**src/rtl/life_pkg.sv**
```systemverilog
// Shared constants and state encoding for the game-of-life cell core.
// Holds the default B3/S23 rules and the neighbour-count ceiling.
package life_pkg;

  localparam logic [8:0] LIFE_RULE_B3  = 9'b000001000;
  localparam logic [8:0] LIFE_RULE_S23 = 9'b000001100;
  localparam int         NBR_MAX       = 8;

  typedef enum logic [1:0] {
    IDLE = 2'd0,
    EVAL = 2'd1,
    HOLD = 2'd2
  } life_state_t;

endpackage

```
**src/rtl/life_rule_lut.sv**
```systemverilog
// Birth/survive lookup for one cell.
// Counts above the neighbour ceiling force a dead result and flag an error.
module life_rule_lut
  import life_pkg::*;
#(
  parameter logic [8:0] RULE_BIRTH   = LIFE_RULE_B3,
  parameter logic [8:0] RULE_SURVIVE = LIFE_RULE_S23
) (
  input  logic       alive,
  input  logic [3:0] cnt,
  output logic       next,
  output logic       err
);

  // Pick the rule vector by current state; reject impossible counts.
  always_comb begin
    next = 1'b0;
    err  = 1'b0;
    if (cnt > 4'(NBR_MAX)) begin
      err = 1'b1;
    end else if (alive) begin
      next = RULE_SURVIVE[cnt];
    end else begin
      next = RULE_BIRTH[cnt];
    end
  end

endmodule

```
**src/rtl/life_cell_ctrl.sv**
```systemverilog
// Two-phase (evaluate/commit) cell core with a 1-bit scan path.
// Optional stable-cell detect: LIFE_CELL_CTRL_STABLE_DET_EN.
module life_cell_ctrl
  import life_pkg::*;
#(
  parameter int         GEN_W        = 16,
  parameter logic [8:0] RULE_BIRTH   = LIFE_RULE_B3,
  parameter logic [8:0] RULE_SURVIVE = LIFE_RULE_S23
) (
  input  logic             clk,
  input  logic             rst,
  input  logic [3:0]       nbr_cnt_i,
  input  logic             step_i,
  input  logic             commit_i,
  input  logic             scan_en_i,
  input  logic             scan_in_i,
  output logic             scan_out_o,
  output logic             alive_o,
  output logic             ready_o,
  output logic             eval_done_o,
  output logic [GEN_W-1:0] gen_o,
`ifdef LIFE_CELL_CTRL_STABLE_DET_EN
  output logic             stable_o,
`endif
  output logic             err_o
);

  life_state_t      state_q, state_d;
  logic             alive_q, alive_d;
  logic             next_q, next_d;
  logic [GEN_W-1:0] gen_q, gen_d;
  logic             err_q, err_d;
  logic             lut_next, lut_err;

  life_rule_lut #(
    .RULE_BIRTH  (RULE_BIRTH),
    .RULE_SURVIVE(RULE_SURVIVE)
  ) u_lut (
    .alive(alive_q),
    .cnt  (nbr_cnt_i),
    .next (lut_next),
    .err  (lut_err)
  );

`ifdef LIFE_CELL_CTRL_STABLE_DET_EN
  logic stable_q, stable_d;
`endif

  // Next-state and datapath updates; scan beats step in IDLE.
  always_comb begin
    state_d = state_q;
    alive_d = alive_q;
    next_d  = next_q;
    gen_d   = gen_q;
    err_d   = err_q;
`ifdef LIFE_CELL_CTRL_STABLE_DET_EN
    stable_d = stable_q;
`endif
    unique case (state_q)
      IDLE: begin
        if (scan_en_i) begin
          alive_d = scan_in_i;
`ifdef LIFE_CELL_CTRL_STABLE_DET_EN
          stable_d = 1'b0;
`endif
        end else if (step_i) begin
          state_d = EVAL;
        end
      end
      EVAL: begin
        next_d = lut_next;
        if (lut_err) err_d = 1'b1;
        state_d = HOLD;
      end
      HOLD: begin
        if (commit_i) begin
          alive_d = next_q;
          gen_d   = gen_q + 1'b1;
`ifdef LIFE_CELL_CTRL_STABLE_DET_EN
          stable_d = (next_q == alive_q);
`endif
          state_d = IDLE;
        end
      end
      default: state_d = IDLE;
    endcase
  end

  // State and datapath registers.
  always_ff @(posedge clk or posedge rst) begin
    if (rst) begin
      state_q <= IDLE;
      alive_q <= 1'b0;
      next_q  <= 1'b0;
      gen_q   <= '0;
      err_q   <= 1'b0;
    end else begin
      state_q <= state_d;
      alive_q <= alive_d;
      next_q  <= next_d;
      gen_q   <= gen_d;
      err_q   <= err_d;
    end
  end

`ifdef LIFE_CELL_CTRL_STABLE_DET_EN
  // Stable flag register.
  always_ff @(posedge clk or posedge rst) begin
    if (rst) stable_q <= 1'b0;
    else     stable_q <= stable_d;
  end

  assign stable_o = stable_q;
`endif

  assign alive_o     = alive_q;
  assign scan_out_o  = alive_q;
  assign ready_o     = (state_q == IDLE);
  assign eval_done_o = (state_q == HOLD);
  assign gen_o       = gen_q;
  assign err_o       = err_q;

endmodule

```
**config.mk**
```make
export PLATFORM = sky130hd
export DESIGN_NAME = life_cell_ctrl
export DESIGN_NICKNAME = d
export VERILOG_FILES = /design/src/rtl/life_pkg.sv /design/src/rtl/life_rule_lut.sv /design/src/rtl/life_cell_ctrl.sv
export SDC_FILE = /design/constraint.sdc
export NUM_CORES = 1
export LEC_CHECK = 0
export CORE_UTILIZATION = 49
export DETAILED_ROUTE_END_ITERATION = 7
export PLACE_DENSITY_LB_ADDON = 0.05
export SLEW_MARGIN = 20
export SYNTH_ARGS = -nofsm -noshare
export SYNTH_HDL_FRONTEND = slang
export SYNTH_SLANG_ARGS = --single-unit
```
**constraint.sdc**
```tcl
create_clock -name clk -period 4 [get_ports clk]
set_clock_uncertainty 0.1 [all_clocks]
set_input_delay 0.8 -clock clk [delete_from_list [all_inputs] [get_ports clk]]
set_output_delay 0.8 -clock clk [all_outputs]
set_load 0.05 [all_outputs]
```
==> reports/metrics.yaml <==
timing:
  slew_headroom: 0.4754
  max_slew.worst_pin.slew_ns: 0.7860
  fmax_ghz: 0.3685
  rsz0062_at_grt: "no"
  slew_viol_final: 0
  period_minus_slack_ns: 2.714
  tns_ns: 0
  setup_viol: 0
  hold_viol_final: 0
  post-route-period-util: 0.6784
place:
  dp_cells: 139
  dp_hpwl_um: 1426
  io_buffers: 30
  gp_congestion: 0.7201
clocking:
  clkTransAtPathRegs_ns: 0.11
  cts_setup_buffers: 0
  post_cts_resized: 0
  cts_buffers: 3
  htree_num_levels: 1
  cts_max_path_buffers: 2
  cts_sinks: 21
  clk_latency_ns: 0.30
  root_buffer: "clkbuf_4"
  cts.hold.buffers_added: 0
  cts_tree: "yes"
cells_and_area:
  fin_cells: 143
  fill_cells: 158
  area_delta_synth_final_pct: 31.08
  finalNetCount: 128
  ff_latch_area_um2: 525.5
  num_antenna_cells: 0
  drive_gt1_frac: 0.1810
  multi_input_area_um2: 484.2
detailed_routing:
  ant_nets: 0
  vias: 730
  drc: 0
  first_iter_violations: 4
  wl_per_cell_um: 12.97
  wl_um: 1855
  firstDrtPassIters: 2
  via_per_inst: 5.105
setup_path:
  r2r-start: "state_q[0]"
  crit_path_end_kind: "output port"
  crit_chain: "and2b_2 > clkdlybuf4s50_1"
  critical_path.startpoint_type: "flop"
  slowest_delay_ns: 0.80
  reg2reg_depth: 4
  critical_path.slowest_cell: "clkdlybuf4s50_1"
  rrSetupSlack_ns: 2.45
  path_buf_inv: 1
  critPathTopFamily: "buffers and inverters"
  crit_type: "flop to output port"
  critical_path_required_ns: 3.10
  r2r_end: "gen_o[14]"
  worstPathMaxFanout: 7
  cp.arrival_ns: 1.81
hold_path:
  hp-class: "flop to flop"
  worstHoldEndpoint: "err_o"
  whs_path_depth: 1
  min-delay-start: "err_o"
synth:
  yosysSeqAreaShare: 0.4982
  synthDistinctLibCells: 34
  synth.ff_latch_count: 21
  ys_warn_count: 0
  synthesis.area_mm2: 0.001055
  syn_nets: 96
  avgSynthCellArea_um2: 12.41
  syn_inst: 85
die:
  rows: 16
  io_pins: 31
  initial_core_util: 0.5269
  dieArea_mm2: 0.002342
  die_x_um: 48.40
  die_h_um: 48.40
  coreArea_mm2: 0.002002
run:
  drv_cap: 0
pwr:
  ir_drop_mv: 0.4946
  pwr-share-clk: 0.161
  power_frac_seq: 0.447
  p_comb_frac: 0.392
  p_leak_nw: 0.6446
  internal-power_uw: 367.1
  p_sw_uw: 248.1
  p_per_area_mw_per_mm2: 445.0
  switching_share: 0.4033
global_routing:
  antenna_found_initial: 0
  grt_pass1_wl_um: 3381
  grt_usage: 0.1874
  grt_pass1_vias: 763
  grt_overflow_total: 0
  grt_max_degree: 22
run_status:
  status: "complete, no violations"
==> through the flow <==
stage               hold slack (ns)  utilization  setup slack (ns)  instance area (um^2)  power (mW)
floorplan                    0.3479            -             1.973                  1055      0.4447
global placement             0.3567       0.6769             1.642                  1355      0.5195
detailed placement           0.3578       0.6769             1.581                  1355      0.5221
CTS                          0.3858       0.6906             1.275                  1383      0.6248
global route                 0.4043       0.6906             1.192                  1383      0.6489
finish                       0.3760       0.6906             1.286                  1383      0.6153
==> synthesized netlist by cell type, drive strengths merged <==
library cell,instances,share of area
and4b,1,0.013
mux2,1,0.011
and4,1,0.0083
ha,1,0.012
and3,3,0.024
or2b,1,0.0083
xnor2,9,0.089
and2b,1,0.0083
a21oi,1,0.0047
mux2i,2,0.019
and2,2,0.013
dfrtp,21,0.50
nor3,3,0.024
nor4b,1,0.0083
nand2,6,0.021
buf,3,0.032
nor3b,1,0.0071
nor2,6,0.021
nand4,4,0.066
nand3,4,0.028
o211ai,1,0.0071
xor2,6,0.050
inv,3,0.011
o21ai,2,0.0095
or2,1,0.0059
==> flip-flops by register name (all words and copies together) (netlist names) <==
name	cells
gen_o	16
state_q	2
alive_o	1
next_q	1
err_o	1
==> logic make-up (layout without fill, tap and decap cells) <==
| family | after synthesis | in the layout | share of synthesized area |
|---|---|---|---|
| AOI/OAI and AO/OA | 4 | 4 | 0.02135 |
| DFF | 21 | 21 | 0.4982 |
| and+or+nand+nor | 35 | 35 | 0.2574 |
| adders and majority gates | 1 | 1 | 0.01186 |
| buffers and inverters | 6 | 37 | 0.04270 |
| xor gates and xnor gates | 15 | 15 | 0.1388 |
| muxes | 3 | 3 | 0.02966 |
==> final cells by class <==
class	count	share of cell area
flip-flops and latches	21	0.3801
multi-input cells	58	0.3502
repair buffers	30	0.2172
well taps	27	0.02443
clock buffers	3	0.01629
inverters	3	0.008145
clock inverters	1	0.003620
==> per-layer routing <==
layer	vias up	wire length, um	track usage
met5	-	0	0
met4	0	0	0.01471
met3	0	68	0.06918
met2	18	902	0.3239
met1	359	884	0.2340
li1	353	-	-
==> worst max-delay path by stage <==
stage,from,endpoint,slack [ns],depth (start not counted)
after global routing,state_q[1],eval_done_o,1.19,2
after floorplan,state_q[1],ready_o,1.97,2
after global placement,state_q[1],eval_done_o,1.64,2
after CTS,state_q[1],eval_done_o,1.28,2
after detailed placement,commit_i,gen_o[14],1.58,5
final,state_q[1],eval_done_o,1.29,2
==> power groups by stage <==
stage / Clock, mW / Sequential, mW / Combinational, mW
final: 0.0988 / 0.275 / 0.241
after global routing: 0.111 / 0.281 / 0.257
after CTS: 0.105 / 0.276 / 0.244
after detailed placement: 0 / 0.280 / 0.242
after global placement: 0 / 0.278 / 0.241
after floorplan: 0 / 0.360 / 0.0845
==> placed cells by master (no fill, tap or decap), types with 2 or more instances in the layout <==
cell type	n
clkbuf_4	3
clkdlybuf4s50_1	30
dfrtp_1	21
inv_1	3
mux2i_1	2
nand2_1	6
nand3_1	2
nand3_2	2
nand4_4	3
nor2_1	6
nor3_2	2
o21ai_0	2
xnor2_1	7
xnor2_2	2
xor2_1	6
==> worst register-to-register path, stage by stage, from the launching register on <==
cell	delay (ns)
dfrtp_1	0.43
and4b_4	0.37
and3_4	0.27
nand4_4	0.12
xnor2_2	0.15
(Power assumes the default switching activity.)
